--- src/rtl/flush_nibble_drain.sv ---
// Drains a flushed FIFO word one nibble at a time through a valid/ready port.
// Top-of-word PAD_NIBBLE slots are trimmed. A word that arrives while busy is dropped and flagged.
module flush_nibble_drain #(
    parameter logic [3:0] PAD_NIBBLE = 4'hC,
    parameter int         NIBBLES    = 8,
    localparam int        W          = 4 * NIBBLES,
    localparam int        LEN_W      = $clog2(NIBBLES + 1),
    localparam int        IDX_W      = (NIBBLES > 1) ? $clog2(NIBBLES) : 1
) (
    input  logic             clk,
    input  logic             reset,
    input  logic [W-1:0]     flush_word_i,
    input  logic             flush_done_i,
    input  logic             out_ready_i,
    output logic             out_valid_o,
    output logic [3:0]       out_data_o,
    output logic             out_last_o,
    output logic             busy_o,
    output logic [LEN_W-1:0] word_len_o,
    output logic             empty_word_o,
    output logic             overrun_o
);

    typedef enum logic [0:0] {IDLE = 1'b0, SEND = 1'b1} state_t;

    state_t             state_q, state_d;
    logic [W-1:0]       word_q, word_d;
    logic [IDX_W-1:0]   idx_q, idx_d;
    logic [LEN_W-1:0]   len_q, len_d;
    logic               valid_q, valid_d;
    logic [3:0]         data_q, data_d;
    logic               last_q, last_d;
    logic               empty_q, empty_d;
    logic               ovr_q, ovr_d;

    logic               hs_s, drain_end_s, accept_s;
    logic [LEN_W-1:0]   cap_len_s;

    // Count pad slots downward from the top slot; the first non-pad slot stops the trim.
    function automatic logic [LEN_W-1:0] calc_len(input logic [W-1:0] w);
        logic [LEN_W-1:0] n;
        logic             stop;
        n    = LEN_W'(NIBBLES);
        stop = 1'b0;
        for (int k = NIBBLES - 1; k >= 0; k--) begin
            if (!stop && (w[4*k +: 4] == PAD_NIBBLE)) begin
                n = n - LEN_W'(1);
            end else begin
                stop = 1'b1;
            end
        end
        return n;
    endfunction

    function automatic logic [3:0] nibble_at(input logic [W-1:0] w, input logic [IDX_W-1:0] idx);
        logic [3:0] r;
        r = 4'h0;
        for (int k = 0; k < NIBBLES; k++) begin
            if (idx == IDX_W'(k)) begin
                r = w[4*k +: 4];
            end else begin
                r = r;
            end
        end
        return r;
    endfunction

    assign hs_s        = valid_q && out_ready_i;
    assign drain_end_s = hs_s && last_q;
    assign accept_s    = flush_done_i && ((state_q == IDLE) || drain_end_s);
    assign cap_len_s   = calc_len(flush_word_i);

    // State register.
    always_ff @(posedge clk or negedge reset) begin
        if (!reset) begin
            state_q <= IDLE;
        end else begin
            state_q <= state_d;
        end
    end

    // Next-state logic; a capture on the final handshake chains words with no bubble.
    always_comb begin
        state_d = state_q;
        case (state_q)
            IDLE: begin
                if (accept_s && (cap_len_s != LEN_W'(0))) state_d = SEND;
                else                                      state_d = IDLE;
            end
            SEND: begin
                if (accept_s && (cap_len_s != LEN_W'(0))) state_d = SEND;
                else if (drain_end_s)                     state_d = IDLE;
                else                                      state_d = SEND;
            end
            default: state_d = IDLE;
        endcase
    end

    // Datapath and output next values, derived from the next state so outputs are registered.
    always_comb begin
        word_d  = word_q;
        idx_d   = idx_q;
        len_d   = len_q;
        empty_d = 1'b0;
        ovr_d   = ovr_q;
        if (accept_s) begin
            word_d  = flush_word_i;
            len_d   = cap_len_s;
            idx_d   = IDX_W'(0);
            empty_d = (cap_len_s == LEN_W'(0));
        end else if (hs_s) begin
            if (last_q) idx_d = IDX_W'(0);
            else        idx_d = idx_q + IDX_W'(1);
        end else begin
            idx_d = idx_q;
        end
        if (flush_done_i && (state_q == SEND) && !drain_end_s) begin
            ovr_d = 1'b1;
        end else begin
            ovr_d = ovr_q;
        end
        valid_d = (state_d == SEND);
        data_d  = valid_d ? nibble_at(word_d, idx_d) : 4'h0;
        last_d  = valid_d && (LEN_W'(idx_d) == (len_d - LEN_W'(1)));
    end

    // Datapath and output registers.
    always_ff @(posedge clk or negedge reset) begin
        if (!reset) begin
            word_q  <= '0;
            idx_q   <= '0;
            len_q   <= '0;
            valid_q <= 1'b0;
            data_q  <= 4'h0;
            last_q  <= 1'b0;
            empty_q <= 1'b0;
            ovr_q   <= 1'b0;
        end else begin
            word_q  <= word_d;
            idx_q   <= idx_d;
            len_q   <= len_d;
            valid_q <= valid_d;
            data_q  <= data_d;
            last_q  <= last_d;
            empty_q <= empty_d;
            ovr_q   <= ovr_d;
        end
    end

    assign out_valid_o  = valid_q;
    assign out_data_o   = data_q;
    assign out_last_o   = last_q;
    assign busy_o       = (state_q == SEND);
    assign word_len_o   = len_q;
    assign empty_word_o = empty_q;
    assign overrun_o    = ovr_q;

endmodule

--- config.mk ---
export PLATFORM = sky130hd
export DESIGN_NAME = flush_nibble_drain
export DESIGN_NICKNAME = d
export VERILOG_FILES = /design/src/rtl/flush_nibble_drain.sv
export SDC_FILE = /design/constraint.sdc
export NUM_CORES = 1
export LEC_CHECK = 0
export ABC_AREA = 1
export CAP_MARGIN = 30
export CORE_MARGIN = 4
export CORE_UTILIZATION = 48
export DETAILED_ROUTE_END_ITERATION = 7
export GPL_TIMING_DRIVEN = 0
export HOLD_SLACK_MARGIN = 0.06
export PLACE_DENSITY = 0.82
export SLEW_MARGIN = 20
export SYNTH_ARGS = -nofsm -noshare
export SYNTH_HDL_FRONTEND = slang
export SYNTH_SLANG_ARGS = --single-unit
--- constraint.sdc ---
create_clock -name clk -period 2.2 [get_ports clk]
set_input_delay 0.33 -clock clk [delete_from_list [all_inputs] [get_ports clk]]
set_output_delay 0.33 -clock clk [all_outputs]
set_load 0.01 [all_outputs]
* After elaboration in Yosys (flattened, before gate mapping)
Index checks and enable logic that the tools add are counted.
W data, S select, Z words.
** Word-level totals
- Register bits :: 47
** Operators by class
- Add/subtract/negate cells :: 9
- Equality and inequality tests :: 16
- Multiplexer cells :: 34
- Bitwise logic cells :: 1
- Reduce and logical (&&, ||, !) cells :: 25
** Operators with widths (count)
- $mux W4 :: 18
- $eq A4 B4 Y1 const B :: 8
- $mux W32 :: 1
- $sub A4 B1 Y4 const B :: 8
- $logic_and A1 B1 Y1 :: 14
- $eq A3 B3 Y1 const B :: 4
- $mux W1 :: 11
- $mux W3 :: 3
- $logic_not A1 Y1 :: 7
- $eq A3 B2 Y1 const B :: 2
- $eq A3 B4 Y1 :: 1
- $logic_not A4 Y1 :: 1
- $reduce_bool A4 Y1 :: 1
- $add A3 B1 Y3 const B :: 1
- $eq A3 B1 Y1 const B :: 1
- $logic_not A3 Y1 :: 1
- $pmux W1 S2 :: 1
- $logic_or A1 B1 Y1 :: 1
- $not A1 Y1 :: 1

* Depth between registers and ports, before layout
Gate-level depths: netlist (run 1).
- Word-level depth :: 26
- Gate-level depth with buffers :: 27

* Worst setup path before layout (run 1)
OpenSTA, ideal clock, no wires.
- Path kind :: input port to flip-flop
- From :: input flush_word_i[20]
- To :: register last_q (netlist: out_last_o)
- Setup time :: 71 ps
- Arrival :: 2980 ps
- Required time :: 2129 ps
- Setup slack :: -851 ps
- Stages :: 26
- Buffers on the path :: 0
- Cell sequence :: nor2_1 -> nand3_1 -> o21ai_0 -> nand2_1 -> ha_1 -> inv_1 -> nand2_1 -> nand2_1 -> inv_1 -> ha_1 -> nand2_2 -> nand2_1 -> ha_1 -> inv_1 -> nand2_1 -> nand2_1 -> nand2_1 -> nand2_1 -> inv_1 -> ha_1 -> xor2_1 -> nor2_1 -> nand2_1 -> nor2_1 -> nand2_1 -> nor2_1
** Between the ends
- Elaborated cells on any way between the ends :: 37
** RTL lines
- start: declaration :: RTL line 12 : input logic [W-1:0] flush_word_i,
- $eq A4 B4 Y1 * :: RTL line 46 : if (!stop && (w[4*k +: 4] == PAD_NIBBLE)) begin
- $logic_and A1 B1 Y1 * :: RTL line 46
- parallel branches: the longest is 15 deep, another holds $sub A4 B1 Y4
- $mux W4 * :: RTL line 46
- $mux W4 * :: RTL line 106 : if (accept_s) begin
- named net len_d[1] :: RTL line 29 : logic [LEN_W-1:0] len_q, len_d;
- $sub A4 B1 Y4 * :: RTL line 124 : last_d = valid_d && (LEN_W'(idx_d) == (len_d - LEN_W'(1)));
- $eq A3 B4 Y1 * :: RTL line 124
- $logic_and A1 B1 Y1 * :: RTL line 124
- named net last_d :: RTL line 32 : logic last_q, last_d;
- end signal: assignment :: RTL line 144 : last_q <= last_d;
- end: declaration :: RTL line 32
Mark *: on every way through the listed nets, which the timed path passes.
A chain may end at the register's enable or synchronous reset.

* Worst setup path after layout (run 1)
- From :: input flush_word_i[16]
- To :: register last_q (netlist: out_last_o)
** Between the ends
- Elaborated cells on any way between the ends :: 32
** RTL lines (RTL line)
- $eq A4 B4 Y1 * :: 46
- $logic_and A1 B1 Y1 * :: 46
- parallel branches: the longest is 12 deep, another holds $sub A4 B1 Y4
- $mux W4 * :: 46
- $mux W4 * :: 106
- named net len_d[1] :: 29
- $sub A4 B1 Y4 * :: 124
- $eq A3 B4 Y1 * :: 124
- $logic_and A1 B1 Y1 * :: 124
- named net last_d :: 32
Marked as above.

==> summary.txt, run 1 <==
CTS
  • CTS Buffer Depth: 2
  • Root buf cell: clkbuf_8
  • Clock Latency Late Sink: a little over 0.3 ns
  • Number of clock sinks: between 40 and 50
  • CTS H-tree depth: 2
  • CTS tree: done
  • Clk slew on worst S/H paths: 0.09 ns
  • Total clock buffers created by CTS: 5

Worst setup path
  • WP data required: about 2.4 ns
  • Worst setup SP type: input port
  • WP data arrival: between 3 and 4 ns
  • Max FO, Critical Path: 3
  • Crit path capture type: register
  • Kind of critical path: input port to register

Finish
  • Share of cells above drive strength 1: 0.298
  • Multi-input logic area: around 0.0015 mm2
  • Nets: just under 500
  • Diode count: 0
  • Reg area: approximately 0.0012 mm2
  • Fillers: about 460
  • Synth-to-layout area growth: 38.6%
  • Finished Layout Cells: roughly 520

STA
  • Final min period: between 2 and 3 ns
  • Worst relative slew slack: 0.690
  • Slew @ Worst Pin: 0.464 ns
  • Fin crit share: 1.29
  • Final hold violations: 0
  • Final worst slack: -0.634 ns
  • Setup violators final: 9
  • Max Slew Vio Count: 0
  • Max Clk Rate: 353 MHz
  • Unrepaired setup endpoints after global routing: yes
  • Clock Skews: 0.00538 ns
  • Final TNS setup: -3.68 ns

Route
  • DRC: 0
  • Routed WL: roughly 7300 um
  • ANT nets after route: 0
  • Routed wl met2: 3520 um
  • Metal-1 WL: a little over 3000 um
  • Starting DRT DRC Count: 197
  • Drt first pass iters: 5
  • Uppermost layer routed: met4
  • Routed len/inst: between 10 and 15 um
  • Via/cell ratio: 5.20
  • Vias: ~2.7k
  • Metal3 WL: 465 um

Power
  • Worst vdd ir: between 600 and 700 uV
  • Pwr dens: 1050 mW/mm2
  • LEAKAGE: just under 2 nW

Job
  • Number of max-cap violations: 0

Die
  • Row count: 27
  • Initial Utilization: 0.493
  • Die height: 83.2 um
  • Core area: between 0.005 and 0.006 mm2
  • Die X: about 83 um
  • Die Area: 0.00693 mm2
  • Ports: slightly below 50

Yosys
  • Synth Area per Inst: between 7 and 8 um2
  • Post-Syn Area: ~0.0027 mm2
  • Sequential area share after synthesis: 0.433
  • Ys flop type: dfrtp_1
  • Yosys warns: 0
  • Post-synth net total: roughly 410
  • Count leader, synth: nand2_1
  • Synth area leader: dfrtp_1
  • Post-Syn Instances: ~370
  • EDFF count, synth: 0
  • Top-area cell type share of the netlist area: 0.433
  • Register bit total from synthesis: 47
  • Synth top area cells: dfrtp_1 (43%), nand2_1 (18%), nand3_1 (6.3%), inv_1 (5.4%), nor2_1 (3.3%)
  • Synth cell types: 33
  • Async SR Flop Fraction: 1.00
  • Synth cell count leaders: nand2_1 (127), dfrtp_1 (47), inv_1 (39)

Global routing
  • Initial antenna violation count: 0
  • First-pass GRT wire length: about 12000 um
  • GRT overflow: 0
  • Largest net degree at the start of global routing: 29
  • GRT Util Overall: 0.211
  • Vias in the first global route: between 2k and 3k

Run status
  • Violations in the final reports: negative setup slack
  • Status: finished, violations left

Placement
  • GPL Wtd Cong: 0.911
  • Number of I/O port buffers: 48
  • Post-placement cell count: about 490
  • Post-DP HPWL: between 4000 and 5000 um

Worst hold path
  • Worst hold path type: input port to register
## final timing paths
| path | to | start | slack (ns) | depth (start not counted) |
|---|---|---|---|---|
| max in group asynchronous | word_q[25] | reset | 1.19 | 3 |
| min in group asynchronous | word_q[3] | reset | 0.50 | 2 |
| setup reg to reg | out_last_o | out_valid_o | -0.17 | 18 |
| setup / recovery | out_last_o | flush_word_i[16] | -0.63 | 26 |
| hold reg to reg | overrun_o | overrun_o | 0.48 | 1 |
| hold / removal | word_q[21] | flush_word_i[21] | 0.28 | 3 |
## kinds of logic after synthesis
kind of cell | count (synthesis) | synth area share
AND/OR/NAND/NOR | 228 | 0.376
XOR/XNOR | 2 | 0.00645
buffers and inverters | 54 | 0.0898
AO/OA/AOI/OAI | 30 | 0.0677
flip-flops | 47 | 0.433
multiplexers | 1 | 0.00369
adder cells (fa/ha/maj) | 5 | 0.0230
## area by class of cell
type | instances | area share
Buffer | 9 | 0.0199
Clock inverter | 3 | 0.00399
Inverter | 45 | 0.0462
Sequential cell | 47 | 0.312
Tap cell | 72 | 0.0239
Clock buffer | 5 | 0.0183
Timing Repair Buffer | 74 | 0.180
Multi-Input combinational cell | 266 | 0.396
## metrics by stage
stage | area, um2 | hold slack, ns | total power, mW | setup slack, ns | utilization
6_report | 3770 | 0.277 | 3.96 | -0.634 | 0.684
5_1_grt | 3770 | 0.283 | 4.25 | -0.765 | 0.684
4_1_cts | 3660 | 0.265 | 3.87 | -0.556 | 0.665
3_5_place_dp | 3340 | 0.303 | 3.31 | -1.50 | 0.607
3_3_place_gp | 3330 | 0.453 | 3.25 | -1.43 | 0.604
2_1_floorplan | 2760 | 0.0344 | 2.71 | -0.717 | -
## flip-flops by register name, summed over array words and instances, names as in the netlist
signal        flops
overrun_o         1
word_q           32
idx_q             3
empty_word_o      1
out_data_o        4
out_last_o        1
out_valid_o       1
word_len_o        4
## power breakdown
group	total [mW]	internal [mW]	leakage, nW	switching (mW)
clock	0.512	0.218	0.0477	0.294
sequential	1.38	1.26	0.574	0.121
combinational	2.06	0.836	1.31	1.23
## what timing repair did
action                                 in CTS  in global routing
gates cloned                                0                  0
gates resized for setup                    96                 18
setup endpoints to repair                  10                 10
endpoints found under the hold margin      19                  0
setup buffers                              20                  4
pin swaps                                  32                 20
hold buffers                                1                  0
## layer usage
layer  vias to the layer above  track usage
li1                       1317            -
met1                      1260        0.270
met2                       106        0.346
met3                        24       0.0466
met4                         0       0.0802
met5                         -            0
## critical path, cell delays in order
cell and delay, ns:
clkdlybuf4s15_1 0.26, nor3_4 0.19, o21ai_2 0.08, nand2_2 0.10, ha_4 0.21, inv_2 0.05
nand2_2 0.06, nand2_2 0.07, inv_2 0.04, ha_4 0.27, nand2_4 0.05, nand2_4 0.06
ha_4 0.20, inv_2 0.05, nand2_2 0.04, nand2_1 0.05, nand2_1 0.06, nand2_2 0.09
inv_2 0.04, ha_4 0.20, xor2_1 0.13, nor2_1 0.09, nand2_1 0.06, nor2_1 0.11
nand2_1 0.06, nor2_1 0.11
## layout by cell type, fill, tap and decap left out, types with 5 or more instances in the layout
master / count
dfrtp_1: 47
clkdlybuf4s50_1: 27
nor2_2: 7
nand3_1: 30
nand2_1: 111
buf_4: 25
nand2_2: 21
o21ai_1: 7
nor2_1: 19
inv_2: 11
nand2_4: 6
o21ai_0: 11
nand3_2: 5
nand4_1: 8
buf_2: 10
inv_1: 31
buf_6: 7
or2_2: 6
clkbuf_8: 5
Note: power is estimated with default switching activity, not from simulation.
==> run 2, diff against run 1 <==
- SKIP_CTS_REPAIR_TIMING: default -> 1
==> run 2 against run 1 <==
The run still ends with negative setup slack left; via count down 2.5%; sequential power about the same; cell area fell by 2.0%; clock skew hardly changed; die area unchanged; utilization shrank 1.4 points; worst hold slack worse by 0.0043 ns; combinational power about the same; maximum frequency decreased by 0.99%; critical path type unchanged; largest cell class unchanged.
==> summary.txt, run 2 (same netlist as run 1, synthesis figures left out) <==
Run status
  • Status: finished, violations left
  • Violations in the final reports: negative setup slack

Route
  • Drt first pass iters: 4 (-1)
  • Vias: 2640 (-2.5%)
  • Starting DRT DRC Count: 206 (+4.6%)
  • DRC: 0 (unchanged)
  • Routed WL: 7020 um (-3.8%)
  • ANT nets after route: 0 (unchanged)
  • Via/cell ratio: 5.21 (+0.22%)
  • Routed len/inst: 13.9 um (-1.2%)

Power
  • Pwr dens: 1060 mW/mm2 (+1.1%)
  • LEAKAGE: 1.96 nW (+1.5%)
  • Design Power: 3.92 mW (-0.95%)
  • Worst vdd ir: 630 uV (+4.7%)

CTS
  • Total clock buffers created by CTS: 5 (unchanged)
  • CTS tree: done
  • CTS Buffer Depth: 2 (unchanged)
  • Clk slew on worst S/H paths: 0.09 ns (about the same)
  • CTS H-tree depth: 2 (unchanged)
  • Number of clock sinks: 47 (unchanged)
  • Root buf cell: clkbuf_8
  • Clock Latency Late Sink: 0.30 ns (about the same)

Job
  • Number of max-cap violations: 0 (unchanged)

Placement
  • GPL Wtd Cong: 0.911 (unchanged)
  • Post-DP HPWL: 4900 um (unchanged)
  • Number of I/O port buffers: 48 (unchanged)
  • DP Area: 0.00334 mm2 (unchanged)

Worst setup path
  • WP data arrival: 3.10 ns (+0.02 ns)
  • Crit path capture type: register
  • R2r worst-path depth: 18 (unchanged)
  • Kind of critical path: input port to register
  • Max FO, Critical Path: 3 (unchanged)
  • Worst setup SP type: input port
  • WP data required: 2.44 ns (about the same)

Finish
  • Diode count: 0 (unchanged)
  • Max FFs per register: 32 (unchanged)
  • Fillers: 466 (+1.1%)
  • Nets: 475 (-2.9%)
  • Fin area: 0.00369 mm2 (-2.0%)
  • Reg area: 0.00118 mm2 (unchanged)
  • Share of cells above drive strength 1: 0.264 (-0.0341)
  • Multi-input logic area: 0.00149 mm2 (unchanged)
  • Most flops, register: word_q
  • Synth-to-layout area growth: 35.8%
  • Commonest non-fill, non-tap cell in the layout: nand2_1
  • Most frequent cells in the layout: nand2_1 (109), dfrtp_1 (47), nand3_1 (31)

Worst hold path
  • Hold path depth: 3 (unchanged)
  • Worst hold path type: input port to register

STA
  • Clock Skews: 0.00504 ns (-0.000343 ns)
  • Unrepaired setup endpoints after global routing: yes
  • Worst relative slew slack: 0.694 (+0.00405)
  • Final hold violations: 0 (unchanged)
  • Setup violators final: 7 (-2)
  • Max Clk Rate: 349 MHz (-0.99%)
  • Final worst slack: -0.663 ns (-0.0284 ns)
  • Max Slew Vio Count: 0 (unchanged)
  • Final min period: 2.86 ns (+0.0284 ns)
  • Fin crit share: 1.30 (+0.0129)
  • Slew @ Worst Pin: 0.458 ns (-0.00608 ns)

Die
  • Die height: 83.2 um (unchanged)
  • Die X: 83.2 um (unchanged)
  • Initial Utilization: 0.493 (unchanged)
  • Die Area: 0.00693 mm2 (unchanged)
  • Row count: 27 (unchanged)
  • Ports: 49 (unchanged)
  • Core area: 0.00551 mm2 (unchanged)

Global routing
  • First-pass GRT wire length: 10600 um (-11%)
  • Initial antenna violation count: 0 (unchanged)
  • GRT Util Overall: 0.187 (-0.0237)
  • Vias in the first global route: 2347 (-9.5%)
  • Largest net degree at the start of global routing: 29 (unchanged)
  • GRT overflow: 0 (unchanged)
-- run 2: changes by cell type in the layout (fill, tap and decap cells not counted), sizes merged --
cell,previous run,this run
clkdlybuf4s15,5,0
dlygate4sd2,4,0
buf,46,24
dlymetal6s2s,0,13
clkbuf,5,9
-- run 2: cell type report --
| type | instances | share of cell area |
|---|---|---|
| buffer | 9 | 0.0203 |
| inverter | 45 | 0.0471 |
| multi-input combinational | 266 | 0.404 |
| clock inverter | 3 | 0.00407 |
| timing repair buffer | 60 | 0.163 |
| clock buffer | 5 | 0.0187 |
| sequential | 47 | 0.319 |
| tap | 72 | 0.0244 |
-- run 2: power breakdown --
part	total (mW)	switching, mW	internal [mW]
clock	0.513	0.295	0.218
combinational	2.03	1.21	0.815
sequential	1.38	0.120	1.26
total	3.92	1.62	2.30
-- run 2: worst paths after layout --
check | start | slack, ns | end
setup / recovery | flush_word_i[26] | -0.66 | out_last_o
hold / removal | flush_word_i[21] | 0.27 | word_q[21]
setup reg to reg | out_valid_o | -0.19 | out_last_o
hold reg to reg | overrun_o | 0.47 | overrun_o
max in group asynchronous | reset | 1.20 | word_q[26]
min in group asynchronous | reset | 0.50 | word_q[3]
-- run 2: through the flow --
| step | hold slack [ns] | instances | util | setup TNS (ns) | setup slack, ns |
|---|---|---|---|---|---|
| 2_1_floorplan | 0.0344 | 367 | - | -1.97 | -0.717 |
| 3_3_place_gp | 0.453 | 487 | 0.604 | -31.94 | -1.43 |
| 3_5_place_dp | 0.303 | 488 | 0.607 | -9.48 | -1.50 |
| 4_1_cts | -0.0244 | 496 | 0.622 | -6.29 | -1.20 |
| 5_1_grt | 0.283 | 507 | 0.670 | -3.25 | -0.848 |
| 6_report | 0.273 | 507 | 0.670 | -2.03 | -0.663 |
-- run 2: layer usage --
layer	routed length, um	vias to the layer above	global-route usage
met3	542	16	0.0437
li1	-	1285	-
met2	3370	108	0.307
met5	0	-	0
met4	147	0	0.0535
met1	2960	1231	0.246
-- run 2: worst max-delay path: stages --
cell     delay (ns)
buf_6          0.08
nand2_4        0.05
nor3_4         0.27
nand2_2        0.13
nand2_2        0.11
ha_4           0.21
inv_2          0.05
nand2_2        0.05
nand2_2        0.06
inv_2          0.04
ha_4           0.23
nand2_4        0.08
nand2_4        0.05
ha_4           0.23
inv_2          0.05
nand2_2        0.05
nand2_1        0.05
nand2_1        0.07
nand2_2        0.11
inv_2          0.05
ha_4           0.20
xor2_1         0.13
nor2_1         0.10
nand2_1        0.06
nor2_1         0.09
nand2_1        0.05
nor2_1         0.08
